**config.mk**
```make
export PLATFORM = sky130hd
export DESIGN_NAME = ans_ht_ltf_deobf
export DESIGN_NICKNAME = d
export VERILOG_FILES = /design/src/rtl/ans_ltf_pkg.sv /design/src/rtl/ans_ht_ltf_sign_rom.sv /design/src/rtl/ans_ht_ltf_deobf.sv
export SDC_FILE = /design/constraint.sdc
export NUM_CORES = 2
export LEC_CHECK = 0
export BUFFER_PORTS_ARGS = -buffer_cell sky130_fd_sc_hd__clkbuf_2
export CAP_MARGIN = 10
export CORE_UTILIZATION = 56
export DETAILED_ROUTE_END_ITERATION = 7
export PLACE_DENSITY = 0.75
export SYNTH_ARGS = -nofsm -noshare
export SYNTH_HDL_FRONTEND = slang
export SYNTH_SLANG_ARGS = --single-unit
export TNS_END_PERCENT = 10
```
**constraint.sdc**
```tcl
create_clock -name clk -period 5.9 [get_ports clk]
set_clock_uncertainty 0.15 [all_clocks]
set_input_delay 0.295 -clock clk [delete_from_list [all_inputs] [get_ports clk]]
set_output_delay 0.295 -clock clk [all_outputs]
set_load 0.02 [all_outputs]
```
**src/rtl/ans_ltf_pkg.sv**
```systemverilog
// Shared definitions for the obfuscated HT-LTF generator and its receive-side deobfuscator.
// The code-to-shift mapping lives here so that both directions read it from one place.
package ans_ltf_pkg;

   localparam int NFFT = 64;

   localparam logic [1:0] OBF_X1   = 2'b00;
   localparam logic [1:0] OBF_DIV8 = 2'b01;
   localparam logic [1:0] OBF_DIV2 = 2'b10;
   localparam logic [1:0] OBF_DIV4 = 2'b11;

   typedef enum logic {
      S_IDLE    = 1'b0,
      S_COLLECT = 1'b1
   } state_t;

   typedef enum logic [1:0] {
      SGN_ZERO = 2'b00,
      SGN_POS  = 2'b01,
      SGN_NEG  = 2'b11
   } sign_t;

   // TX divides by 2^n, so RX restores by shifting left by the same n.
   function automatic logic [1:0] obf_shift(input logic [1:0] code);
      logic [1:0] sh;
      case (code)
         OBF_X1:   sh = 2'd0;
         OBF_DIV8: sh = 2'd3;
         OBF_DIV2: sh = 2'd1;
         default:  sh = 2'd2;
      endcase
      return sh;
   endfunction

endpackage

```
**src/rtl/ans_ht_ltf_sign_rom.sv**
```systemverilog
// 802.11n 20 MHz HT-LTF sign per FFT bin; bins 1..28 are k=+1..+28, bins 36..63 are k=-28..-1.
module ans_ht_ltf_sign_rom
   import ans_ltf_pkg::*;
(
   input  logic [5:0] bin,
   output sign_t      sign
);

   always_comb begin
      sign = SGN_POS;
      case (bin)
         6'd0, 6'd29, 6'd30, 6'd31, 6'd32, 6'd33, 6'd34, 6'd35:
            sign = SGN_ZERO;
         6'd2, 6'd3, 6'd6, 6'd8, 6'd10, 6'd11, 6'd12, 6'd13, 6'd14,
         6'd17, 6'd18, 6'd20, 6'd22, 6'd27, 6'd28,
         6'd40, 6'd41, 6'd44, 6'd46, 6'd53, 6'd54, 6'd57, 6'd59:
            sign = SGN_NEG;
         default:
            sign = SGN_POS;
      endcase
   end

endmodule

```
**src/rtl/ans_ht_ltf_deobf.sv**
```systemverilog
// Undoes per-bin obfuscation scaling on a received HT-LTF, strips the LTF sign and
// buffers the 64 channel estimates for random-access reads by the equalizer.
//
// state     | meaning
// S_IDLE    | waiting for fft_valid & fft_sync to start a symbol
// S_COLLECT | accepting bins cnt..63; sync here restarts at bin 0
module ans_ht_ltf_deobf
   import ans_ltf_pkg::*;
#(
   parameter int DW = 16
)
(
   input  logic                clk,
   input  logic                reset,
   input  logic [2*NFFT-1:0]   obf_coeff,
   input  logic [2*DW-1:0]     fft_data,
   input  logic                fft_valid,
   input  logic                fft_sync,
   input  logic [6:0]          addr,
   output logic [2*DW-1:0]     chan_est,
   output logic                est_ready,
   output logic                est_done,
   output logic                sync_err
);

   localparam logic [5:0]           LAST_BIN = 6'(NFFT - 1);
   localparam logic signed [DW-1:0] SMAX     = {1'b0, {(DW-1){1'b1}}};
   localparam logic signed [DW-1:0] SMIN     = {1'b1, {(DW-1){1'b0}}};

   function automatic logic signed [DW-1:0] sat_shl(input logic signed [DW-1:0] x,
                                                    input logic [1:0] sh);
      logic signed [DW+2:0] w;
      w = {{3{x[DW-1]}}, x};
      w = w <<< sh;
      if ((&w[DW+2:DW-1]) || !(|w[DW+2:DW-1]))
         return w[DW-1:0];
      return w[DW+2] ? SMIN : SMAX;
   endfunction

   function automatic logic signed [DW-1:0] apply_sign(input logic signed [DW-1:0] x,
                                                       input sign_t s);
      case (s)
         SGN_POS: return x;
         SGN_NEG: return (x == SMIN) ? SMAX : -x;
         default: return '0;
      endcase
   endfunction

   state_t                state;
   logic [5:0]            cnt;
   logic [2*NFFT-1:0]     coeff_q;
   logic                  start;
   logic                  accept;
   logic [5:0]            bin;
   logic [2*NFFT-1:0]     cur_coeff;
   logic [1:0]            shamt;
   sign_t                 rom_sign;

   logic                  s1_valid;
   logic [5:0]            s1_bin;
   logic signed [DW-1:0]  s1_i;
   logic signed [DW-1:0]  s1_q;
   sign_t                 s1_sign;
   logic [2*DW-1:0]       mem [NFFT];

   logic                  unused_addr;
   assign unused_addr = addr[6];

   // Bin 0 of a new symbol must see the fresh obf_coeff, not the stale latch.
   always_comb begin
      start     = fft_valid && fft_sync;
      accept    = fft_valid && (fft_sync || (state == S_COLLECT));
      bin       = start ? 6'd0 : cnt;
      cur_coeff = start ? obf_coeff : coeff_q;
      shamt     = obf_shift(cur_coeff[{bin, 1'b0} +: 2]);
   end

   ans_ht_ltf_sign_rom u_sign_rom (
      .bin  (bin),
      .sign (rom_sign)
   );

   always_ff @(posedge clk) begin
      if (reset) begin
         state     <= S_IDLE;
         cnt       <= '0;
         s1_valid  <= 1'b0;
         est_ready <= 1'b0;
         est_done  <= 1'b0;
         sync_err  <= 1'b0;
         chan_est  <= '0;
      end else begin
         chan_est <= mem[addr[5:0]];
         s1_valid <= accept;
         sync_err <= start && (state == S_COLLECT);
         est_done <= s1_valid && (s1_bin == LAST_BIN);
         if (start)
            est_ready <= 1'b0;
         else if (s1_valid && (s1_bin == LAST_BIN))
            est_ready <= 1'b1;
         case (state)
            S_IDLE: begin
               if (start) begin
                  cnt   <= 6'd1;
                  state <= S_COLLECT;
               end
            end
            default: begin
               if (start) begin
                  cnt <= 6'd1;
               end else if (fft_valid) begin
                  if (cnt == LAST_BIN) begin
                     cnt   <= '0;
                     state <= S_IDLE;
                  end else begin
                     cnt <= cnt + 6'd1;
                  end
               end
            end
         endcase
      end
   end

   always_ff @(posedge clk) begin
      if (start)
         coeff_q <= obf_coeff;
      if (accept) begin
         s1_bin  <= bin;
         s1_i    <= sat_shl(fft_data[2*DW-1:DW], shamt);
         s1_q    <= sat_shl(fft_data[DW-1:0], shamt);
         s1_sign <= rom_sign;
      end
      if (s1_valid && !reset)
         mem[s1_bin] <= {apply_sign(s1_i, s1_sign), apply_sign(s1_q, s1_sign)};
   end

endmodule
```
* After elaboration in Yosys (flattened, before gate mapping)
Memory sizes are Yosys's and may differ from the RTL's. A register that Yosys moved wholly into a read port is not among the register bits.
Cells that the tools add are included.
** Operators by class
- Add/subtract/negate cells :: 3
- Equal/unequal tests :: 8
- Shift operators :: 3
- Multiplexer cells :: 31
- Reductions and logical operators :: 20
** Operator list (count)
- $mux W16 :: 10
- $mux W128 :: 1
- $shiftx A128 B8 Y2 :: 1
- $pmux W16 S2 :: 2
- $sshl A16 B2 Y19 :: 2
- $mux W6 :: 6
- $eq A16 B16 Y1 const B :: 2
- $neg A16 Y16 :: 2
- $eq A6 B6 Y1 const B :: 2
- $mux W1 :: 11
- $reduce_and A4 Y1 :: 2
- $reduce_or A4 Y1 :: 2
- $add A6 B1 Y6 const B :: 1
- $pmux W2 S3 :: 1
- $logic_and A1 B1 Y1 :: 5
- $eq A2 B1 Y1 const B :: 2
- $eq A2 B2 Y1 const B :: 2
- $reduce_bool A2 Y1 :: 2
- $logic_not A1 Y1 :: 3
- $logic_or A1 B1 Y1 :: 3
- $logic_not A2 Y1 :: 1
- $reduce_and A2 Y1 :: 1
- $reduce_or A2 Y1 :: 1
** Storage, ports and cells
- Register bits :: 177
- RAM bits :: 2048
- Memory bits (read-only) :: 128
- Output and inout port bits :: 35
- Memories :: 2
** Memory list
- mem :: words 64, bits a word 32, read ports 1, clocked after Yosys merged registers in 1, write ports 1, RTL line ans_ht_ltf_deobf.sv:64 : logic [2*DW-1:0] mem [NFFT];
- (no name shown) :: words 64, bits a word 2, read ports 1, clocked after Yosys merged registers in 1, write ports 0, RTL line ans_ht_ltf_sign_rom.sv:11 : case (bin)

* Logic depth before layout (Yosys ltp)
- Depth in word-level cells :: 12
- Gate-level depth with buffers :: 13

* Hierarchy
A second synthesis with hierarchy kept.
** Second synthesis, totals
- Cells, all modules :: 4170
- Area, all modules :: 88013.2 µm²
** Modules (own cells, without submodules)
- ans_ht_ltf_deobf :: instances 1, cells an instance 4143, area an instance 87776.7 µm², seq. area each 66123.4 µm²
- ans_ht_ltf_sign_rom :: instances 1, cells an instance 27, area an instance 236.5 µm², seq. area each 0.0 µm²

* Least setup slack after synthesis
Ideal clock, no wire load.
- Kind :: reg2reg
- Start :: register s1_i[2]
- End :: memory mem[0][31] (netlist name) (data pin)
- Library setup time :: 0.723 ns
- Data arrival time :: 4.663 ns
- Required time :: 5.027 ns
- Setup slack :: 0.364 ns
- Cell stages (with the launch flop) :: 9
- Path through :: edfxtp_1 -> nor3_1 -> nand4_1 -> or4b_2 -> nor3_1 -> nand2_1 -> o21ai_0 -> nand2_1 -> a21boi_0
** Between the ends
- Longest elaborated chain between the ends :: 4
** RTL lines
- start, declared :: RTL line ans_ht_ltf_deobf.sv:61 : logic signed [DW-1:0] s1_i;
- start signal, assigned :: RTL line ans_ht_ltf_deobf.sv:129 : s1_i <= sat_shl(fft_data[2*DW-1:DW], shamt);
- $neg A16 Y16 or $eq A16 B16 Y1 (tied branches) :: RTL line ans_ht_ltf_deobf.sv:44 : SGN_NEG: return (x == SMIN) ? SMAX : -x;
- $mux W16 * :: RTL line ans_ht_ltf_deobf.sv:44
- $pmux W16 S2 * :: RTL line ans_ht_ltf_deobf.sv:42 : case (s)
- $mux W16 * :: RTL line ans_ht_ltf_deobf.sv:133 : if (s1_valid && !reset)
- end, declared :: RTL line ans_ht_ltf_deobf.sv:64
Every way passes the cells marked *; elsewhere a longest branch is shown, timed or not. The select of a mux whose other input is x is not followed.

* Worst setup path in the final report
- Start :: register cnt[1]
- End :: register s1_q[10] (data pin)
** Between the ends
- Longest elaborated chain between the ends :: 11
** RTL lines
- start, declared :: RTL line ans_ht_ltf_deobf.sv:50 : logic [5:0] cnt;
- start signal, assigned :: RTL line ans_ht_ltf_deobf.sv:116 : cnt <= cnt + 6'd1;
- $mux W6 * :: RTL line ans_ht_ltf_deobf.sv:73 : bin = start ? 6'd0 : cnt;
- $shiftx A128 B8 Y2 * :: RTL line ans_ht_ltf_deobf.sv:75 : shamt = obf_shift(cur_coeff[{bin, 1'b0} +: 2]);
- $eq A2 B2 Y1, or another cell as far along :: RTL line ans_ltf_pkg.sv:26 : case (code)
- $pmux W2 S3 * :: RTL line ans_ltf_pkg.sv:26
- $sshl A16 B2 Y19 * :: RTL line ans_ht_ltf_deobf.sv:34 : w = w <<< sh;
- $reduce_or A4 Y1 :: RTL line ans_ht_ltf_deobf.sv:35 : if ((&w[DW+2:DW-1]) || !(|w[DW+2:DW-1]))
- $logic_not A1 Y1 :: RTL line ans_ht_ltf_deobf.sv:35
- $logic_or A1 B1 Y1 :: RTL line ans_ht_ltf_deobf.sv:35
- $mux W1 :: RTL line ans_ht_ltf_deobf.sv:35
- $mux W1 :: RTL line ans_ht_ltf_deobf.sv:127 : if (accept) begin
- $mux W16 * :: RTL line ans_ht_ltf_deobf.sv:37 : return w[DW+2] ? SMIN : SMAX;
- end signal, assigned :: RTL line ans_ht_ltf_deobf.sv:130 : s1_q <= sat_shl(fft_data[DW-1:0], shamt);
- end, declared :: RTL line ans_ht_ltf_deobf.sv:62 : logic signed [DW-1:0] s1_q;
Marked as above.
A chain may end at the register's enable or synchronous reset.

==> metrics.csv <==
metric;value;unit
status;finished, final reports clean;
Worst Path Required;6.29;ns
Tcrit/Tclk final;86.4;%
post-synth top area share;71.2;%
chip height;399;um
Inserted Clock Buffers;213;
Layout area overhead;16.1;%
clk root buf;clkbuf_16;
async set-reset flop share out of synthesis;0;%
Clock Latency Late Sink;0.84;ns
DRC;0;
Yosys cell types;65;
hold path startpoint;obf_coeff[70];
core footprint;156000;um2
R2R Path End;s1_q[10];
final core occ;65.5;%
combinational share of power;7.0;%
min cycle time layout;5.09;ns
Pre-antenna DRT Iters;6;
buffers added on ports;204;
layout cell share with drive strength beyond 1;30.2;%
Reg power frac;52.8;%
# H-tree levels;4;
postcts setup bufs;0;
Internal;26700;uW
Die Wd;399;um
Synth Register Bits;2259;
WHS Endpoint;coeff_q[70];
Reg clk slew, reported paths;0.07;ns
most common cell in the synthesized netlist;edfxtp_1;
Layout Nets;4950;
startpoint types;register;
synthesized net count;4379;
dominant cells by area after synthesis;edfxtp_1 71%, mux4_2 17%, dfxtp_1 3.9%;
most common flop cell mapped by yosys;edfxtp_1;
synth warn;0;
crit path DAT;5.48;ns
GPL Wtd Cong;0.820;
DIE AREA;159000;um2
initial antenna violation count;7;
post-route insts no fill;7021;
Slew Viols, Final;0;
vias;45100;
Reg2Reg Setup Slack;0.81;ns
max_cap viols;0;
setup_tns;0;ns
largest net degree at the start of global routing;106;
Initial DRC Count;5249;
RSZ-0062 raised after global routing;no;
Clock Sinks;2259;
FF-to-FF path depth;11;
Lkg Pwr;0.0337;uW
leading cell types by count after synthesis;2088 x edfxtp_1, 676 x mux4_2, 426 x nand2_1;
drt total wl;215000;um
Seq/Total Area, Yosys;75.1;%
Reg2Reg Launch Point;cnt[1];
Via-to-Cell Ratio;6.42;
syn avg cell area;20.9;um2
Post-synth EDFFs;2088;
DPL Wire Length;114000;um
grt ovf;0;
cell taking the most area after synthesis;edfxtp_1;
Peak supply drop;0.000256;V
Tot GR Track Use;27.6;%
slew margin rel.;18.0;%
Post-Syn Area;88100;um2
Placed Instances;6375;
P per Cell Area;333;nW/um2
sw frac;21.7;%
Crit. End Element;register;
cts hold-fix bufs;239;
endpoints failing hold;0;
CTS tree;built;
CTS Buffer Depth;3;
hold depth;4;
Routed Antenna Nets;0;
# setup viols final;0;
Setup CP Type;register to register;
vias in the first global route;46700;
first-pass GRT wire length;315000;um
initial core utilization;56.4;%
WL/cell;30.7;um
Final Power;34100;uW
Worst Hold Class;input port to register;
FP Rows;145;
fmax;196;MHz
Mapped Cells;4205;
worst-path maximum fanout;48;
post_cts resized;0;
actual slew at the worst max-slew pin;1.23;ns
Top Ports;206;
Clock power frac;40.1;%
Net Switching;7390;uW
[power groups by stage]
stage          sequential [uW]  clock [uW]  combinational [uW]
2_1_floorplan            18300           0                1410
3_3_place_gp             18300           0                2100
3_5_place_dp             18300           0                2160
4_1_cts                  18000       13800                2340
5_1_grt                  18000       14400                2540
6_report                 18000       13700                2400
[worst max-delay path, stage by stage, from the launching register on]
cell           delay (ns)
dfxtp_2              0.90
mux4_2               0.62
nand4_1              0.11
and4_1               0.21
a311oi_1             0.08
a221oi_4             0.40
buf_4                0.62
mux2i_1              0.25
dlygate4sd3_1        0.61
mux2_2               0.20
dlygate4sd3_1        0.56
mux2i_1              0.07
[cell type report]
type                            instances  area (um2)
Fill cell                            9564       53900
Antenna cell                            7        17.5
Sequential cell                      2259       66100
Timing Repair Buffer                  597        4870
Clock inverter                        133        1340
Multi-Input combinational cell       1684       21600
Inverter                               21        78.8
Tap cell                             2058        2570
Clock buffer                          262        5610
[logic make-up after synthesis]
group,Yosys count,synth area share (%)
buffers and inverters,262,1.21
multiplexers,822,19.0
AND/OR/NAND/NOR,681,3.36
AO/OA/AOI/OAI,175,1.27
adder cells (fa/ha/maj),3,0.0426
XOR/XNOR,3,0.0298
flip-flops,2259,75.1
[cells in the final DEF (no fill, tap or decap), types with 8 or more instances in the layout]
cell,instances
clkbuf_1,43
a21oi_4,12
a21oi_1,34
buf_12,21
bufinv_16,24
clkbuf_16,216
dfxtp_1,169
edfxtp_1,2088
clkinv_2,38
nand2b_1,16
inv_1,20
nor2_4,76
clkinvlp_4,16
nand3_1,18
inv_6,9
nor2b_1,38
nand2_1,424
o21ai_0,45
nor3_1,11
nor2_1,36
a211oi_1,34
clkinv_1,41
dlygate4sd3_1,239
mux2_2,36
clkbuf_2,199
mux2i_1,108
mux4_2,676
nand3b_1,8
buf_4,134
[registers in the layout (all words and copies together), names as in the netlist, 2 cells and up]
signal    cells
s1_i         16
s1_q         16
coeff_q     128
mem        2048
chan_est     32
s1_sign       2
cnt           6
s1_bin        6
[worst max-delay path by stage]
| stage | cells after the start | slack [ns] | end | startpoint |
|---|---|---|---|---|
| floorplan | 8 | 0.36 | mem[0][31] | s1_i[2] |
| global placement | 11 | 1.64 | s1_i[3] | cnt[1] |
| detailed placement | 11 | 1.57 | mem[2][18] | s1_i[0] |
| CTS | 10 | 0.98 | s1_q[10] | cnt[1] |
| global route | 12 | 0.66 | s1_i[14] | cnt[1] |
| finish | 11 | 0.81 | s1_q[10] | cnt[1] |
[metrics by stage]
stage	setup WS, ns	hold slack [ns]	cell area (um2)
after CTS	0.979	0.000275	102000
after global placement	1.64	0.278	92800
after global routing	0.657	0.0533	102000
final	0.805	0.0533	102000
after floorplan	0.364	0.244	88100
after detailed placement	1.57	0.279	92800
[routing by layer]
layer	global-route usage, %	routed length, um	part of all wire, %
met1	36.8	78900	37
met2	46.1	109000	51
met4	9.19	6750	3.1
met5	0	0	0
met3	5.53	20500	9.5
Note: power is estimated with default switching activity, not from simulation.
